==> src/rtl/riscv_pkg.sv <==
// Shared types for the branch resolution slice.
// Holds the shadow-pipeline record carried from fetch to execute.
package riscv_pkg;

    localparam int XLEN_W = 32;
    localparam logic [XLEN_W-1:0] PC_INC = 32'd4;

    typedef struct packed {
        logic              valid;
        logic [XLEN_W-1:0] pc;
        logic              pred;
    } br_rec_t;

endpackage

==> src/rtl/br_stage_reg.sv <==
// One shadow-pipeline record register.
// A kill wins over hold so a flush clears records even while stalled.
module br_stage_reg
    import riscv_pkg::*;
(
    input  logic    clk,
    input  logic    rst,
    input  logic    hold,
    input  logic    kill,
    input  br_rec_t d,
    output br_rec_t q
);

    always_ff @(posedge clk) begin
        if (rst) begin
            q <= '0;
        end else if (kill) begin
            q <= '0;
        end else if (!hold) begin
            q <= d;
        end
    end

endmodule

==> src/rtl/branch_resolve.sv <==
// Tracks predictions to execute, resolves branches, and drives
// predictor training, fetch redirect/flush and performance counters.
module branch_resolve
    import riscv_pkg::*;
#(
    parameter int XLEN  = XLEN_W,
    parameter int CNT_W = 32
) (
    input  logic             clk,
    input  logic             rst,
    input  logic             f_valid,
    input  logic [XLEN-1:0]  f_pc,
    input  logic             f_pred,
    input  logic             stall,
    input  logic             e_is_branch,
    input  logic             e_taken,
    input  logic [XLEN-1:0]  e_target,
    output logic             is_branch_prev,
    output logic             branch_taken,
    output logic [XLEN-1:0]  epc,
    output logic             redirect,
    output logic [XLEN-1:0]  redirect_pc,
    output logic             flush,
    output logic [CNT_W-1:0] br_count,
    output logic [CNT_W-1:0] mispred_count
);

    br_rec_t f_rec;
    br_rec_t d_q;
    br_rec_t e_q;

    logic            res;
    logic            mis;
    logic [XLEN-1:0] nxt_pc;

    // Fetch is on the wrong path while a flush is being signalled.
    always_comb begin
        f_rec       = '0;
        f_rec.valid = f_valid & ~flush;
        f_rec.pc    = f_pc;
        f_rec.pred  = f_pred;
    end

    br_stage_reg u_d_reg (
        .clk  (clk),
        .rst  (rst),
        .hold (stall),
        .kill (mis),
        .d    (f_rec),
        .q    (d_q)
    );

    br_stage_reg u_e_reg (
        .clk  (clk),
        .rst  (rst),
        .hold (stall),
        .kill (mis),
        .d    (d_q),
        .q    (e_q)
    );

    assign res    = e_q.valid & e_is_branch & ~stall;
    assign mis    = res & (e_taken != e_q.pred);
    assign nxt_pc = e_taken ? e_target : e_q.pc + PC_INC;
    assign flush  = redirect;

    always_ff @(posedge clk) begin
        if (rst) begin
            is_branch_prev <= 1'b0;
            branch_taken   <= 1'b0;
            redirect       <= 1'b0;
            epc            <= '0;
            redirect_pc    <= '0;
        end else begin
            is_branch_prev <= res;
            branch_taken   <= res & e_taken;
            redirect       <= mis;
            if (res) begin
                epc         <= e_q.pc;
                redirect_pc <= nxt_pc;
            end
        end
    end

    always_ff @(posedge clk) begin
        if (rst) begin
            br_count      <= '0;
            mispred_count <= '0;
        end else begin
            if (res && (br_count != '1)) begin
                br_count <= br_count + CNT_W'(1);
            end
            if (mis && (mispred_count != '1)) begin
                mispred_count <= mispred_count + CNT_W'(1);
            end
        end
    end

endmodule

==> config.mk <==
export PLATFORM = sky130hd
export DESIGN_NAME = branch_resolve
export DESIGN_NICKNAME = d
export VERILOG_FILES = /design/src/rtl/riscv_pkg.sv /design/src/rtl/br_stage_reg.sv /design/src/rtl/branch_resolve.sv
export SDC_FILE = /design/constraint.sdc
export NUM_CORES = 1
export LEC_CHECK = 0
export ABC_CLOCK_PERIOD_IN_PS = 6600
export CORE_AREA = 8 8 162 164
export DETAILED_ROUTE_END_ITERATION = 10
export DIE_AREA = 0 0 170 172
export SLEW_MARGIN = 20
export SYNTH_ARGS = -nofsm -noshare
export SYNTH_HDL_FRONTEND = slang
export SYNTH_SLANG_ARGS = --single-unit
==> constraint.sdc <==
create_clock -name clk -period 6.6 [get_ports clk]
set_input_delay 0.66 -clock clk [delete_from_list [all_inputs] [get_ports clk]]
set_output_delay 0.66 -clock clk [all_outputs]
set_load 0.05 [all_outputs]
== Word level (Yosys, flattened, before mapping) ==
Cells that the tools add are included.
Word-level totals
  output and inout port bits: 132
  input bits: 71
  word-level logic and storage cells: 30
  register bits: 199
Operators by class
  add/sub/neg operators: 3
  mux-type cells: 1
  bitwise gates (word level): 7
  equal/unequal tests: 3
  reductions and logical operators: 3
Operators by type and width (number)
  $add 32x1->32 const B: 2
  $ne 32x32->1 const B: 2
  $add 32x3->32 const B: 1
  $mux 32: 1
  $and 1x1->1: 5
  $logic_and 1x1->1: 2
  $not 1->1: 2
  $reduce_or 2->1: 1
  $ne 1x1->1: 1

== Depth between registers and ports, before layout ==
  word-level depth: 4
  gate-level depth with buffers: 8
  depth with buffers taken out: 6

== By module ==
Synthesis repeated with hierarchy kept, for this count alone.
Unflattened totals
  cell total of the unflattened synthesis: 1036
  area total of the unflattened synthesis: 9051.2 sq um
By module, submodules not included
  branch_resolve: cells each 814, seq. area each 2622.5 sq um, area an instance 6546.3 sq um, instances 1
  br_stage_reg: cells each 111, seq. area each 680.7 sq um, area an instance 1252.5 sq um, instances 2

== Worst setup path before layout ==
Ideal clock, no wire load.
  path type: reg-to-reg
  start: register br_count[5]
  end: register br_count[28]
  required time: 6.530 ns
  stages on the path, launching flop included: 8
  path buffers: 2
  path slack: 3.861 ns
  clock period less this slack: 2.739 ns
  setup time: 0.070 ns
  data arrival time: 2.668 ns
  cell sequence: dfxtp_1 nand4_1 or4_4 buf_6 or4b_1 buf_2 or3_1 a21oi_1
Between the ends
  word-level cells in the longest chain between the ends: 2
  elaborated cells on any way between the ends: 3
  classes of those cells: add/sub: 1; eq/ne: 1; reduce/logical: 1
Ends and longest elaborated chain
  from (decl): RTL line branch_resolve.sv:24  | output logic [CNT_W-1:0] br_count,
  from (signal assigned): RTL line branch_resolve.sv:91  | br_count <= br_count + CNT_W'(1);
  parallel branches: the longest is 2 deep, another holds $add 32x1->32
Parallel ways; which one is timed is not known.
A chain may end at the register's enable or synchronous reset.

== Worst setup path in the final report ==
  start: input e_is_branch
  end: register br_count[26]
Between the ends
  word-level cells in the longest chain between the ends: 3
Ends and longest elaborated chain
  from (decl): RTL line branch_resolve.sv:15  | input logic e_is_branch,
  $and 1x1->1 (2 in series): RTL line branch_resolve.sv:62  | assign res = e_q.valid & e_is_branch & ~stall;
  $logic_and 1x1->1: RTL line branch_resolve.sv:90  | if (res && (br_count != '1)) begin
No other way between the ends.

==> flow_metrics.tcl <==
set metrics [dict create \
    post_cts_buffers 0 \
    slew_viol_final 0 \
    h-tree-depth 4 \
    synth_area_um2 8890 \
    drtIter0Drc 553 \
    synth_nets 1124 \
    swShare_pct 24.8 \
    worstHoldStart "epc[31]" \
    cts_num_sinks 199 \
    crit_path_start_kind "input port" \
    holdPathStages 2 \
    place_hpwl_um 18400 \
    p_int_mw 1.88 \
    critPathKind "input port to register" \
    port_buffers 202 \
    finalHoldViolations 0 \
    die_h_um 172 \
    cap_violations 0 \
    synthTopCellsByArea "dfxtp_1, mux2i_1, nand2_1" \
    fmax_mhz 304 \
    start_util_pct 37.3 \
    yosysTopAreaCellShare_pct 44.8 \
    finalCritPeriodShare_pct 49.9 \
    ys_types 56 \
    critPathMaxStageDelay_ns 0.72 \
    gr-usage-met2_pct 28.2 \
    antenna_found_initial 0 \
    grt_pass1_wl_um 40600 \
    cts_made_buffers 17 \
    synth_cells 1050 \
    path_buf_inv 2 \
    clkTransAtPathRegs_ns 0.08 \
    worst_slack_ns 3.31 \
    p_sw_uw 620 \
    relSlewSlack_pct 31.6 \
    syn_area_per_cell_um2 8.47 \
    crit_fanout 73 \
    n_antenna_cell 0 \
    fp-row-count 57 \
    yosysSeqAreaShare_pct 44.8 \
    io_pins 203 \
    area_growth_pct 32.2 \
    track_usage_pct 17.2 \
    crit_family "simple AND/OR/NAND/NOR gates" \
    grt_pass1_vias 7578 \
    coreArea_um2 23800 \
    synth_edf_count 0 \
    clockBufferDepth 2 \
    r2r_start "u_e_reg.q[33]" \
    cp_num_cells 7 \
    finalCriticalPeriod_ns 3.29 \
    cts_root_buffer "clkbuf_16" \
    ys_top_cells_by_count "dfxtp_1, nand2_1, nor2_1" \
    power_frac_comb_pct 5.9 \
    drtAntennaViolNets 0 \
    powerDensity_nw_per_um2 213 \
    ys_warn_count 0 \
    synth-main-ff-cell "dfxtp_1" \
    setup_viol 0 \
    wl_um 26200 \
    path_cells "clkdlybuf4s50_1 > and3b_2 > buf_4 > nand3_1 > or4b_1 > or3_1 > a21oi_1" \
    seq_area_um2 3980 \
    dieArea_um2 29200 \
    fin_worst_skew_ns 0.0102 \
    leakage_nw 4.04 \
    top_usage_layer "met2" \
    hold_class "register to register" \
    multi_input_area_um2 4580 \
    ys_ff_latch 199 \
    seqPwrFrac_pct 49.7 \
    grtUsageMet1_pct 22.5 \
    hold_buffers 0 \
    post-place-ws_ns 2.86 \
    cts_tree "built" \
    cts_resized 0 \
    die_x_um 170 \
    drc 0 \
    vias_per_cell 5.27 \
    vias 8152 \
    rsz0062_at_grt "no" \
    rr_worst_depth 6 \
    worstReg2RegEnd "br_count[26]" \
    wl_per_cell_um 16.9 \
    clockPowerShare_pct 44.5 \
    drive_above_1_share_pct 5.73 \
    dr.pass1.iters 5 \
    timing.hold.ws_ns 0.455 \
    max-vdd-ir-drop_mv 0.163 \
    crit_required_ns 6.96 \
    grt_util_met3_pct 3.72 \
    grt_overflow 0 \
    yosys.area.top_type "dfxtp_1" \
    gp_congestion 0.831 \
    holdPathEnd "epc[31]" \
    status "complete, no violations" \
    grt_max_degree 80 \
    place_area_um2 11100 \
    clock_latency_ns 0.44 \
    r2r_slack_ns 3.67 \
    worst_setup_path_end_kind "register" \
    yosysMostFrequentCell "dfxtp_1" \
    arrival_ns 3.66 \
    async_flop_share_pct 0 \
    setup_tns_ns 0 \
    fillers 2368 \
    nets 1283 \
    tightest_slew_ns 1.02 \
    crit_slowest_cell "or4b_1" \
    final_area_um2 11800 \
]
[final cells by class]
| type | instances | share of cell area, % |
|---|---|---|
| inverter | 17 | 0.543 |
| clock buffer | 17 | 3.62 |
| clock inverter | 15 | 1.76 |
| tap | 324 | 3.45 |
| sequential | 199 | 33.9 |
| multi-input combinational | 764 | 38.9 |
| timing repair buffer | 210 | 17.8 |
[power by group through the flow]
stage	sequential [mW]	clock [mW]	combinational, mW
floorplan	1.27	0	0.0783
global placement	1.27	0	0.146
detailed placement	1.27	0	0.147
CTS	1.24	1.14	0.147
global route	1.24	1.19	0.160
finish	1.24	1.11	0.146
[logic make-up after synthesis]
| logic type | share of synthesized area [%] |
|---|---|
| fa+ha+maj | 0.422 |
| compound gates | 12.8 |
| flops | 44.8 |
| mux | 9.78 |
| xor+xnor | 2.36 |
| buf+inv | 3.84 |
| simple gates | 25.9 |
[worst min-delay path, cell delays in order (launching register included)]
cell     delay, ns
dfxtp_1       0.31
nand2_1       0.05
a21oi_1       0.05
[worst max-delay path by stage]
stage	from	end
after floorplan	br_count[5]	br_count[28]
after global placement	e_is_branch	br_count[28]
after detailed placement	e_is_branch	br_count[26]
after CTS	e_is_branch	br_count[28]
after global routing	e_is_branch	br_count[28]
final	e_is_branch	br_count[26]
[layer usage]
metal / up-vias / share of wire (%)
met1: 3846 / 46
met3: 25 / 5.5
met2: 197 / 47
met4: 0 / 1.5
met5: - / 0
li1: 4084 / -
[layout by cell type (no fill, tap or decap), types with 6 or more instances in the layout]
cell / n
o21a_1: 9
nor2_1: 111
nand4_1: 21
mux2_2: 15
o31ai_1: 11
buf_4: 9
o21ai_0: 35
o31a_1: 9
and4_1: 10
and2_1: 6
nand3_1: 50
xor2_1: 12
nand2_1: 125
dfxtp_1: 199
a211oi_1: 7
nor2b_1: 15
o22ai_1: 6
clkbuf_16: 17
nor3_1: 13
or4_1: 14
nor4_1: 28
and3_1: 16
inv_1: 17
or3_1: 20
a31oi_1: 13
a21oi_1: 88
clkdlybuf4s50_1: 199
mux2i_1: 70
xnor2_1: 12
[stage by stage]
| stage | utilization (%) | cells | total power, mW |
|---|---|---|---|
| after global placement | 46.5 | 1513 | 1.41 |
| after CTS | 49.2 | 1545 | 2.53 |
| after global routing | 49.3 | 1546 | 2.59 |
| final | 49.3 | 1546 | 2.50 |
| after floorplan | - | 1050 | 1.34 |
| after detailed placement | 46.6 | 1513 | 1.42 |
[flip-flops by register name (all words and copies together), names as in the netlist]
signal and count:
br_count 32, branch_taken 1, epc 32, flush 1
is_branch_prev 1, mispred_count 32, redirect_pc 32, u_d_reg.q 34
u_e_reg.q 34
Power figures use the tool's default switching activity.
